File: src/rtl/gray_binary_rx.sv
`default_nettype none
// gray_binary_rx: registered Gray-to-binary decoder with valid/ready handshakes,
// single-step adjacency check, count direction and saturating error count. Rev 1.0
module gray_binary_rx #(
    parameter int WIDTH     = 4,
    parameter int ERR_CNT_W = 8
) (
    input  logic                 clk,
    input  logic                 rst_n,
    input  logic                 in_valid,
    output logic                 in_ready,
    input  logic [WIDTH-1:0]     gray_in,
    output logic                 out_valid,
    input  logic                 out_ready,
    output logic [WIDTH-1:0]     bin_out,
    output logic                 dir_up,
    output logic                 repeat_o,
    output logic                 step_err,
    output logic [ERR_CNT_W-1:0] err_count,
    input  logic                 clear_err
);
    localparam logic [WIDTH-1:0]     C_BIN_ONE = WIDTH'(1);
    localparam logic [ERR_CNT_W-1:0] C_CNT_ONE = ERR_CNT_W'(1);

    logic                 out_valid_q, out_valid_d;
    logic [WIDTH-1:0]     bin_q, bin_d;
    logic                 dir_q, dir_d;
    logic                 rep_q, rep_d;
    logic                 step_err_q, step_err_d;
    logic [ERR_CNT_W-1:0] err_cnt_q, err_cnt_d;
    logic                 have_prev_q, have_prev_d;
    logic [WIDTH-1:0]     prev_gray_q, prev_gray_d;
    logic [WIDTH-1:0]     prev_bin_q, prev_bin_d;

    logic [WIDTH-1:0] decoded;
    logic [WIDTH-1:0] diff;
    logic             accept;
    logic             diff_zero;
    logic             diff_one;
    logic             err_det;

    assign in_ready = !out_valid_q || out_ready;
    assign accept   = in_valid && in_ready;

    // Prefix XOR from the MSB down yields the binary value.
    always_comb begin
        logic acc;
        acc     = 1'b0;
        decoded = '0;
        for (int i = WIDTH - 1; i >= 0; i--) begin
            acc        = acc ^ gray_in[i];
            decoded[i] = acc;
        end
    end

    // A single differing bit is a nonzero power of two.
    assign diff      = gray_in ^ prev_gray_q;
    assign diff_zero = (diff == '0);
    assign diff_one  = !diff_zero && ((diff & (diff - C_BIN_ONE)) == '0);
    assign err_det   = accept && have_prev_q && !diff_zero && !diff_one;

    always_comb begin
        out_valid_d = out_valid_q;
        bin_d       = bin_q;
        dir_d       = dir_q;
        rep_d       = rep_q;
        step_err_d  = step_err_q;
        err_cnt_d   = err_cnt_q;
        have_prev_d = have_prev_q;
        prev_gray_d = prev_gray_q;
        prev_bin_d  = prev_bin_q;

        if (accept) begin
            out_valid_d = 1'b1;
            bin_d       = decoded;
            dir_d       = have_prev_q && diff_one && (decoded == prev_bin_q + C_BIN_ONE);
            rep_d       = have_prev_q && diff_zero;
            have_prev_d = 1'b1;
            prev_gray_d = gray_in;
            prev_bin_d  = decoded;
        end else if (out_ready) begin
            out_valid_d = 1'b0;
        end

        // A detected error takes priority over a coincident clear.
        if (err_det) begin
            step_err_d = 1'b1;
            if (clear_err) begin
                err_cnt_d = C_CNT_ONE;
            end else if (err_cnt_q != '1) begin
                err_cnt_d = err_cnt_q + C_CNT_ONE;
            end
        end else if (clear_err) begin
            step_err_d = 1'b0;
            err_cnt_d  = '0;
        end
    end

    always_ff @(posedge clk or negedge rst_n) begin
        if (!rst_n) begin
            out_valid_q <= 1'b0;
            bin_q       <= '0;
            dir_q       <= 1'b0;
            rep_q       <= 1'b0;
            step_err_q  <= 1'b0;
            err_cnt_q   <= '0;
            have_prev_q <= 1'b0;
            prev_gray_q <= '0;
            prev_bin_q  <= '0;
        end else begin
            out_valid_q <= out_valid_d;
            bin_q       <= bin_d;
            dir_q       <= dir_d;
            rep_q       <= rep_d;
            step_err_q  <= step_err_d;
            err_cnt_q   <= err_cnt_d;
            have_prev_q <= have_prev_d;
            prev_gray_q <= prev_gray_d;
            prev_bin_q  <= prev_bin_d;
        end
    end

    assign out_valid = out_valid_q;
    assign bin_out   = bin_q;
    assign dir_up    = dir_q;
    assign repeat_o  = rep_q;
    assign step_err  = step_err_q;
    assign err_count = err_cnt_q;

endmodule
`default_nettype wire

File: config.mk
export PLATFORM = sky130hd
export DESIGN_NAME = gray_binary_rx
export DESIGN_NICKNAME = d
export VERILOG_FILES = /design/src/rtl/gray_binary_rx.sv
export SDC_FILE = /design/constraint.sdc
export NUM_CORES = 1
export LEC_CHECK = 0
export CELL_PAD_IN_SITES_DETAIL_PLACEMENT = 1
export CELL_PAD_IN_SITES_GLOBAL_PLACEMENT = 2
export CORE_MARGIN = 1.5
export CORE_UTILIZATION = 30
export DETAILED_ROUTE_END_ITERATION = 8
export GPL_TIMING_DRIVEN = 0
export PLACE_DENSITY_LB_ADDON = 0.2
export SLEW_MARGIN = 15
export SYNTH_ARGS = -nofsm -noshare
export SYNTH_HDL_FRONTEND = slang
export SYNTH_SLANG_ARGS = --single-unit
File: constraint.sdc
create_clock -name clk -period 2.33 [get_ports clk]
set_input_delay 0.466 -clock clk [delete_from_list [all_inputs] [get_ports clk]]
set_output_delay 0.466 -clock clk [all_outputs]
set_load 0.01 [all_outputs]
==> results.txt, run 1 <==
The run finished with clean final reports. The power per standard cell area is 670.9 nW/µm². In this run the tool buffered the top-level ports with 24 buffer cells. For the pin with the worst max-slew slack, the measured transition is ~0.94 ns. The layout cell share with drive strength beyond 1 came out at 13.24%. The post-synth design cell area is 1125 µm². Of the available clock period, the critical path in the final layout requires a little over nine tenths.

The synthesized netlist net count came out at roughly 120. The count of H-tree levels built during CTS came out at 1. The synthesis-to-layout area growth came out at 32.48%. Summed over all layers, the global routing overflow is 0. The number of global-route vias before repair is a little over 1k.

The worst setup path is captured at a register. The count of endpoints failing setup in the final report is 0. The number of rows in the core area came out at 22. The number of instances in the synthesized netlist is approximately 110. The antenna diode count came out at 0. The warning count from the yosys run came out at 0. Setup repair after global routing could not meet its margin everywhere. The global-route wire length before repair came out at 4719 µm. VDD sags by at most 0.1921 mV. The worst setup path is launched from an input port.

The die span in x came out at 64.23 µm. After the first detailed-routing iteration, the DRC count stood at 16. The maximum cell stage delay along the critical path came out at 0.55 ns. For this run, the detailed router's first-pass iteration total came to 2. In this run the mean area of a mapped cell was 10.42 µm². The post-layout minimum cycle time came out at 2.188 ns. The commonest register cell after synthesis is dfrtp_1. The most common cell after layout, fill and taps aside is clkdlybuf4s50_1. The global routing stage identified its most utilized layer as met2.

The largest driver fanout on the critical path came out at 10. Leaving out fill and tap cells, the most frequent cells in the layout are 24 x clkdlybuf4s50_1, 20 x dfrtp_1, 7 x nand2_1. The count of nets left with antenna violations after detail routing is 0.

The vias per cell came out at 4.984. Global routing used 14.42% of the available tracks. Walking the worst path, the cells encountered are clkdlybuf4s50_1 -> xor2_1 -> maj3_4 -> o21ai_2 -> clkbuf_4 -> or3_1 -> a21oi_1. The maximum operating frequency came out at approximately 460 MHz. The static leakage power is 0.0005836 µW.

The synthesized flop and latch total is 20. The number of flops mapped to enable cells by yosys is 0. The setup path with the least slack is of type in -> reg. The number of distinct library cells after synthesis came out at 40.

The adder and majority gate portion of the synthesized area came out at 3.448%. For the final database, setup skew stands at slightly above 0.003 ns. The clock latency of the later-clocked register in the worst-skew pair is around 0.25 ns. The synthesized netlist devotes between 10% and 20% of its cell area to XOR and XNOR gates. Sequential cells were found to cover 44.49% of the synthesized design area.

The clock transition at the registers of the reported paths came out at 0.07 ns. The overall routed net length is 2673 µm. Clock tree synthesis found a total of 20 sinks.

The final cell utilization of the core is 41.01%. The endpoint arrival time on the critical path came out at 2.36 ns. After routing the design area is 1490 µm².

The HPWL reported at the end of detailed placement is 2008 µm. The met3 track utilization from global routing came out at 2.289%. In this run the post-CTS setup repair buffer count came out at 0.

The number of I/O pins is 26. The layout has between 400 and 500 filler cells. Across all layers, the routed design uses 917 vias.

The count of endpoints failing hold in the final timing report is 0. The effective utilization at floorplan came out at between 30% and 40%. The core footprint is 3633 µm².

The tree is rooted in a clkbuf_8. The pin count of the biggest net entering global routing came out at 21. The placed standard-cell area is 1425 µm². The headroom to the max-slew limit came out at 37.24%. The wire length per cell after detailed routing is 14.53 µm. The total negative slack for setup checks came out at 0 ns.

The TritonCTS clock tree is built. Routability-driven placement finished with a final weighted congestion of about 0.7. On the critical path, the stage with the largest delay is an instance of clkdlybuf4s50_1. The detailed-route DRC error count is 0. Counting flops with an async set or reset pin after synthesis yields a share of 100.0%. The required time at the endpoint of the critical path came out at about 2.5 ns. After synthesis, the largest family of logic cells by area is simple AND/OR/NAND/NOR gates. The count of pins over their slew limit came out at 0.

The worst hold slack is 0.4652 ns. The met2 usage is around 26%. The fraction of the mapped netlist area in simple logic gates came out at 17.80%. For this run, global-route usage on met1 was measured as a little under a fifth.

The die is 64.23 µm tall. Across the run, the number of max-cap violations was 0. The die area is 4125 µm².

The initial antenna violation count came out at 0. At the end of the flow, the number of nets in the layout was roughly 150. The buffer levels on the longest clock path is 2. The number of buffers added by the clock tree synthesis step came out at 3.

The tightest min-delay check is of the reg -> reg type. In the synthesized netlist, mux cells make up 6.897% of the area. The synthesized netlist devotes 14.57% of its cell area to compound gates.
[power breakdown]
group / switching, µW / internal, µW
sequential: 36.0 / 384
clock: 112 / 150
combinational: 151 / 166
total: 299 / 701
[state kept, by name (all words and copies together), names as in the netlist]
signal and count:
err_count 8, out_valid 1, bin_out 4, have_prev_q 1
repeat_o 1, step_err 1, dir_up 1, prev_gray_q 3
[area by class of cell]
| class | count | area [µm²] | area share (%) |
|---|---|---|---|
| multi-input cells | 81 | 600.6 | 40.30 |
| well taps | 48 | 60.06 | 4.030 |
| inverters | 3 | 11.26 | 0.7557 |
| flip-flops and latches | 20 | 500.5 | 33.59 |
| clock buffers | 4 | 55.05 | 3.694 |
| repair buffers | 24 | 240.2 | 16.12 |
| plain buffers | 4 | 22.52 | 1.511 |
[critical path: cells and delay by family]
family	cells	cell delay, ns
and+or+nand+nor	1	0.31
adders and majority gates	1	0.29
AOI/OAI and AO/OA	2	0.25
xor gates and xnor gates	1	0.28
buffers and inverters	2	0.75
[logic make-up (layout without fill, tap and decap cells)]
kind of cell / count (synthesis) / in the layout
multiplexers: 7 / 7
buffers and inverters: 7 / 35
adder cells (fa/ha/maj): 3 / 3
AO/OA/AOI/OAI: 23 / 23
flip-flops: 20 / 20
XOR/XNOR: 12 / 12
AND/OR/NAND/NOR: 36 / 36
[final timing paths]
| check | start | end | slack [ns] | cells past startpoint |
|---|---|---|---|---|
| min in group asynchronous | rst_n | err_count[2] | 0.73 | 1 |
| worst max-delay path | gray_in[1] | err_count[2] | 0.14 | 7 |
| worst max register to register | bin_out[0] | dir_up | 0.45 | 6 |
| worst min register to register | have_prev_q | have_prev_q | 0.47 | 1 |
| worst min-delay path | have_prev_q | have_prev_q | 0.47 | 1 |
| max in group asynchronous | rst_n | dir_up | 1.02 | 1 |
[timing repair]
| action | in CTS | in global routing |
|---|---|---|
| setup endpoints to repair | 0 | 4 |
| hold buffers | 0 | 0 |
| gates resized for setup | 0 | 2 |
[stage by stage]
stage / std cells / setup slack, ns / power [µW]
after floorplan: 108 / 0.5696 / 614.2
after global placement: 180 / -0.1071 / 731.8
after detailed placement: 180 / -0.1549 / 745.0
after CTS: 184 / 0.09093 / 1013
after global routing: 184 / -0.0003990 / 1077
final: 184 / 0.1419 / 999.7
[layer usage]
layer	up-vias	routed length, µm
met1	453	1179
met2	17	1397
met4	0	13
met5	-	0
li1	445	-
met3	2	82
[synthesized netlist by cell type, types with 2 or more instances]
cell      count  area [µm²]
mux2_2        6       67.56
inv_1         3       11.26
o21ai_1       2       10.01
o31ai_1       3       22.52
nor3_1        3       15.01
nand2_1       7       26.28
and2_1        3       18.77
nor2_1        5       18.77
dfrtp_1      20       500.5
ha_1          2       25.02
nand2b_1      3       18.77
a21oi_1       5       25.02
xnor2_1       5       43.79
and3_1        4       25.02
xor2_1        6       52.55
or3_1         3       18.77
or4_1         2       15.01
o21ai_0       4       20.02
Note: power is estimated with default switching activity, not from simulation.
==> inputs of run 2 (changes only) <==
==> constraint.sdc (replaced) <==
create_clock -name clk -period 2.3 [get_ports clk]
set_input_delay 0.46 -clock clk [delete_from_list [all_inputs] [get_ports clk]]
set_output_delay 0.46 -clock clk [all_outputs]
set_load 0.01 [all_outputs]
==> results.txt, run 2 (synthesized netlist as in run 1, its figures left out) <==
The worst setup path is of the in -> out kind. The antenna diode count is 0 (unchanged). The switching fraction of total power is 30.11% (+0.21 points). The effective utilization at floorplan came out at 30.96% (unchanged).

The switching power of the nets is 307.1 µW (+2.7%). The die span in x came out at 64.23 µm (unchanged). The sequential share of power is 42.0% (about the same). The overall routed net length came out at 2675 µm (about the same).

The detailed-route DRC error count came out at 0 (unchanged). The largest driver fanout on the critical path came out at 6 (-4). The global-route wire length before repair came out at 4719 µm (unchanged). Setup repair after global routing left no endpoint under its margin. The global-route congestion overflow total is 0 (unchanged). The number of setup buffers added after CTS was 0 (unchanged).

The vias per cell came out at 4.978 (-0.11%). The core footprint came out at 3633 µm² (unchanged). The flip-flop count of the largest register, all copies and words added is 8 (unchanged). The number of I/O pins is 26 (unchanged). The total track usage is 14.42% (unchanged). The count of nets left with antenna violations after detail routing is 0 (unchanged). The final RePlAce weighted congestion came to 0.7180 (unchanged). The buffer levels on the longest clock path came out at 2 (unchanged). The number of buffers added by the clock tree synthesis step is 3 (unchanged).

The count of pins over their slew limit came out at 0 (unchanged). The min-delay analysis places its worst path in the category reg -> reg. The area occupied by registers came out at 500.5 µm² (unchanged). The reported max-cap violation count is 0 (unchanged). The number of stages on the worst hold path was 1 (unchanged). The part of the power in the clock network is 26.1% (about the same).

The required time at the endpoint of the critical path is 1.84 ns (-0.66 ns). The worst hold path begins at have_prev_q. The overall via count from detail_route came out at 916 (-0.11%). The footprint of the multi-input gates is 623.1 µm² (+3.8%). The worst setup path is captured at an output port.

The count of cells along the worst register-to-register path came to 6 (unchanged). The overall power of the completed layout was 1020 µW (+2.0%). The layout net count came to 148 (unchanged). The count of clock tree sinks is 20 (unchanged). The root cell of the clock tree is clkbuf_8. Based on the critical path, the design can be clocked at up to 460.2 MHz. Compared with the post-synthesis result, the final layout area differs by 34.70%. The die area is 4125 µm² (unchanged). The power per standard cell area came out at 673.1 nW/µm² (+0.34%). The internal portion of total power came out at 712.8 µW (+1.7%). The initial antenna violation count is 0 (unchanged).

The wire length per cell after detailed routing came out at 14.54 µm (about the same). The flow ran to the end, and the final reports show no timing, DRC or antenna violations. The share of the clock period used by the worst path after layout is a little over nine tenths. The post-layout minimum cycle time is 2.173 ns.

The count of TritonRoute iterations in the first routing pass is 2 (unchanged). The number of rows in the core area came out at 22 (unchanged). The endpoint of the worst register-to-register path is dir_up.

The number of global-route vias before repair came out at 1022 (unchanged). The endpoint of the worst hold-timing path is have_prev_q. The setup slack of the most critical reg-to-reg path came out at 0.42 ns (-0.03 ns).

The pin count of the biggest net entering global routing is 21 (unchanged). The worst vdd rail ir drop was 0.1946 mV (+1.3%). The number of buffers added to fix hold violations after cts came out at 0 (unchanged). The library cell used most frequently in the layout, excluding fill and tap cells, is clkdlybuf4s50_1.

TritonCTS built the clock tree. STA classifies the critical path startpoint as an input port. The placed standard-cell area is 1425 µm² (unchanged). The clock transition at the registers of the reported paths is 0.07 ns (about the same). The start of the worst register-to-register path is bin_out[0]. The count of H-tree levels built during CTS is 1 (unchanged). The HPWL reported at the end of detailed placement was 2008 µm (unchanged). The count of endpoints failing setup in the final report came out at 0 (unchanged).

The headroom to the max-slew limit was 37.39% (+0.14 points). The layout cell share with drive strength beyond 1 is 15.44% (+2.2 points). The static leakage power came out at 0.0005967 µW (+2.2%).

The top cell types in the final layout, fill and taps aside, are 23 x clkdlybuf4s50_1, 20 x dfrtp_1, 7 x nand2_1. The summed area of non-filler cells in the final layout came out at 1515 µm² (+1.7%). The endpoint arrival time on the critical path is 1.71 ns (-0.65 ns).

The transition time of the tightest slew-check pin was 0.9363 ns (-0.002159 ns). The number of fill cells in the layout came to 422 (-0.71%). The count of endpoints failing hold in the final timing report came out at 0 (unchanged). The post-route clock skew came out at 0.003124 ns (+0.00008763 ns).

The clock latency of the later-clocked register in the worst-skew pair came to 0.25 ns (about the same). The count of input and output buffers is 24 (unchanged). The number of violations reported at the end of detailed-routing iteration 0 came out at 14 (-2).

The die outline height is 64.23 µm (unchanged). The proportion of power drawn by combinational gates was 32.0% (+0.3 points).
-- run 2: worst max path at each step --
stage | startpoint | cells past startpoint | slack [ns] | endpoint
after floorplan | bin_out[0] | 6 | 0.54 | dir_up
after global placement | gray_in[2] | 6 | -0.13 | err_count[7]
after detailed placement | gray_in[2] | 7 | -0.18 | err_count[2]
after CTS | gray_in[2] | 7 | 0.07 | err_count[2]
after global routing | gray_in[1] | 7 | 0.02 | err_count[4]
final | out_ready | 3 | 0.13 | in_ready
-- run 2: what timing repair did --
item | in CTS | in global routing
setup endpoints to repair | 0 | 5
hold endpoints to repair | 0 | 0
resized for setup | 0 | 6
-- run 2: final cells by class --
type                    count  share of cell area [%]
well taps                  48                   3.964
clock buffers               4                   3.633
multi-input cells          81                   41.12
repair buffers             24                   16.02
flip-flops and latches     20                   33.03
inverters                   3                  0.7432
plain buffers               4                   1.486
-- run 2: critical path, cell delays in order --
cell and delay [ns]:
clkdlybuf4s50_1 0.45, nand2b_1 0.23, clkdlybuf4s50_1 0.58
-- run 2: metrics by stage --
step	cells	hold WS, ns	util [%]	setup TNS (ns)	setup slack, ns
floorplan	108	0.1644	-	0	0.5396
global placement	180	0.4421	39.22	-0.7587	-0.1311
detailed placement	180	0.4498	39.22	-1.174	-0.1789
CTS	184	0.4706	40.74	0	0.06693
global route	184	0.5023	41.70	0	0.01951
finish	184	0.4652	41.70	0	0.1270
-- run 2: power by group through the flow --
stage / logic (µW) / registers, µW / clock network [µW]
3_5_place_dp: 322 / 433 / 0
4_1_cts: 324 / 426 / 277
6_report: 326 / 428 / 266
2_1_floorplan: 183 / 439 / 0
3_3_place_gp: 311 / 430 / 0
5_1_grt: 364 / 435 / 299
-- run 2: metal layers --
metal,GRT usage (%),vias to the layer above,part of all wire [%]
li1,-,442,-
met1,18.08,455,44
met2,25.91,17,53
met3,2.289,2,3.1
met4,3.191,0,0.49
met5,0,-,0
==> inputs of run 3 (changes only) <==
--- a/config.mk
+++ b/config.mk
@@ -8,8 +8,9 @@
 export CELL_PAD_IN_SITES_DETAIL_PLACEMENT = 1
 export CELL_PAD_IN_SITES_GLOBAL_PLACEMENT = 2
 export CORE_MARGIN = 1.5
-export CORE_UTILIZATION = 30
+export CORE_UTILIZATION = 38
 export DETAILED_ROUTE_END_ITERATION = 8
+export DONT_BUFFER_PORTS = 1
 export GPL_TIMING_DRIVEN = 0
 export PLACE_DENSITY_LB_ADDON = 0.2
 export SLEW_MARGIN = 15
==> results.txt, run 3 (synthesized netlist as in run 1, its figures left out) <==
The placed standard-cell area is 1164 µm² (-18%). The family with the most delay on the worst path is compound AO/OA/AOI/OAI gates. The worst setup path is launched from a register. The overall routed net length is 2427 µm (-9.3%). The layout cell share with drive strength beyond 1 is 15.04% (-0.40 points).

The number of fill cells in the layout is 327 (-23%). The worst vdd rail ir drop is 0.3597 mV (+85%). The required time at the endpoint of the critical path is 2.49 ns (+0.65 ns). The maximum operating frequency is 515.1 MHz (+12%). The area occupied by registers is 500.5 µm² (unchanged).

The footprint of the multi-input gates is 593.1 µm² (-4.8%). The count of H-tree levels built during CTS came out at 1 (unchanged). The layout net count was 125 (-16%). The setup slack of the most critical reg-to-reg path is 0.36 ns (-0.06 ns).

The endpoint arrival time on the critical path is 2.14 ns (+0.43 ns). The pin count of the biggest net entering global routing is 21 (unchanged). The vias per cell is 5.882 (+18%). The final RePlAce weighted congestion came out at 0.7477 (+4.1%). The count of pins over their slew limit is 0 (unchanged).

The final cell utilization of the core came out at 43.50% (+1.8 points). The count of endpoints failing setup in the final report is 0 (unchanged). The detailed-route DRC error count is 0 (unchanged). The global-route congestion overflow total came out at 0 (unchanged).

The type of the worst setup path is reg -> reg. The sum of buffers and inverters on the critical path is 0 (-2). The maximum cell stage delay along the critical path came out at 0.48 ns (-0.10 ns). The tree is rooted in a clkbuf_4. The synthesis-to-layout area growth came out at 7.564%. The path class of the tightest hold or removal check is in -> reg. The post-layout minimum cycle time is 1.941 ns (-0.2315 ns). The transition time of the tightest slew-check pin came out at 0.9376 ns (+0.001341 ns). The die area is 3295 µm² (-20%). The summed area of non-filler cells in the final layout came to 1210 µm² (-20%). The reported max-cap violation count came out at 0 (unchanged). The cell that appears most often on the critical path is xnor2_1.

The number of I/O pins came to 26 (unchanged). The global-route wire length before repair is 4188 µm (-11%). The post-route clock skew is 0.003927 ns (+0.0008026 ns).

The static leakage power is 0.0004882 µW (-18%). The flow ran to the end, and the final reports show no timing, DRC or antenna violations. The total negative slack for setup checks was 0 ns (unchanged). The number of rows in the core area is 19 (-14%).

The initial antenna violation count came out at 0 (unchanged). The number of buffers added to fix hold violations after cts is 1 (+1). The die outline height is 57.41 µm (-11%). The wire length per cell after detailed routing came out at 16.85 µm (+16%).

The library cells used most frequently in the layout, excluding fill and tap cells, are 20 x dfrtp_1, 7 x nand2_1, 6 x mux2_2, 6 x xor2_1. The flip-flop count of the largest register, all copies and words added is 8 (unchanged). The die span in x was 57.41 µm (-11%). The number of stages on the worst hold path came to 1 (unchanged). The count of TritonRoute iterations in the first routing pass came out at 3 (+1). The count of nets left with antenna violations after detail routing came out at 0 (unchanged).

The endpoint identified for the worst register-to-register timing path is dir_up. The share of the clock period used by the worst path after layout came out at 84.41% (-10 points). The number of global-route vias before repair came to 936 (-8.4%).

The launch instance of the worst min-delay path is in_valid. The clock transition at the registers of the reported paths came to 0.11 ns (+0.04 ns). The largest driver fanout on the critical path is 5 (-1). The startpoint identified for the worst register-to-register timing path is bin_out[0]. Walking the worst path, the cells encountered are ha_1 -> xnor2_1 -> xnor2_1 -> mux2i_1 -> o32a_1 -> o41ai_2. The post-cts gate resize count is 0 (unchanged).

The headroom to the max-slew limit is 37.29% (-0.10 points). The number of buffers added by the clock tree synthesis step came out at 3 (unchanged). The HPWL reported at the end of detailed placement was 1842 µm (-8.3%).

The count of clock tree sinks came out at 20 (unchanged). The buffer levels on the longest clock path is 2 (unchanged). The total track usage came out at 16.27% (+1.9 points). The core footprint came out at 2781 µm² (-23%).

The antenna diode count is 0 (unchanged). The number of violations reported at the end of detailed-routing iteration 0 came to 13 (-1). TritonCTS built the clock tree. The clock latency of the later-clocked register in the worst-skew pair came out at 0.29 ns (+0.04 ns).

The count of input and output buffers is 0 (-100%). STA classifies the critical path endpoint as a register. The path with the worst hold slack has its endpoint at out_valid. The count of endpoints failing hold in the final timing report is 0 (unchanged). The library cell used most frequently in the layout, excluding fill and tap cells, is dfrtp_1. The library cell contributing the largest single delay on the critical path is dfrtp_1. The effective utilization at floorplan is 40.44% (+9.5 points).

The count of cells along the worst register-to-register path is 6 (unchanged). The overall via count from detail_route is 847 (-7.5%). The power per standard cell area came out at 715.3 nW/µm² (+6.3%). The number of setup buffers added after CTS came out at 0 (unchanged). Setup repair after global routing left no endpoint under its margin.
-- run 3: power breakdown --
| part | switching [µW] | total (µW) | internal (µW) | leakage [µW] |
|---|---|---|---|---|
| Clock | 106 | 202 | 96.3 | 0.0000210 |
| Sequential | 53.8 | 443 | 389 | 0.000252 |
| Combinational | 115 | 221 | 106 | 0.000215 |
-- run 3: layer usage --
metal	routed length (µm)	vias to the layer above	GRT usage [%]
li1	-	399	-
met1	980	429	17.60
met2	1299	17	31.01
met3	129	2	4.308
met4	18	0	3.987
met5	0	-	0
-- run 3: layout make-up --
class	count	share of cell area [%]
Multi-Input combinational cell	81	49.02
Buffer	4	1.655
Clock buffer	4	2.999
Timing Repair Buffer	1	0.8273
Inverter	3	0.9307
Tap cell	31	3.206
Sequential cell	20	41.37
-- run 3: worst max path at each step --
| stage | start | to | cells past startpoint |
|---|---|---|---|
| 2_1_floorplan | bin_out[0] | dir_up | 6 |
| 3_3_place_gp | bin_out[0] | dir_up | 6 |
| 3_5_place_dp | bin_out[0] | dir_up | 6 |
| 4_1_cts | bin_out[0] | dir_up | 6 |
| 5_1_grt | bin_out[0] | dir_up | 6 |
| 6_report | bin_out[0] | dir_up | 6 |
-- run 3: metrics by stage --
stage | setup WS, ns | instances | hold slack [ns] | total power, µW
3_3_place_gp | 0.4019 | 139 | 0.1649 | 658.5
3_5_place_dp | 0.3628 | 139 | 0.1649 | 667.9
4_1_cts | 0.3315 | 144 | 0.2559 | 883.7
5_1_grt | 0.2160 | 144 | 0.2596 | 932.5
2_1_floorplan | 0.5396 | 108 | 0.1644 | 622.2
6_report | 0.3585 | 144 | 0.2698 | 865.5
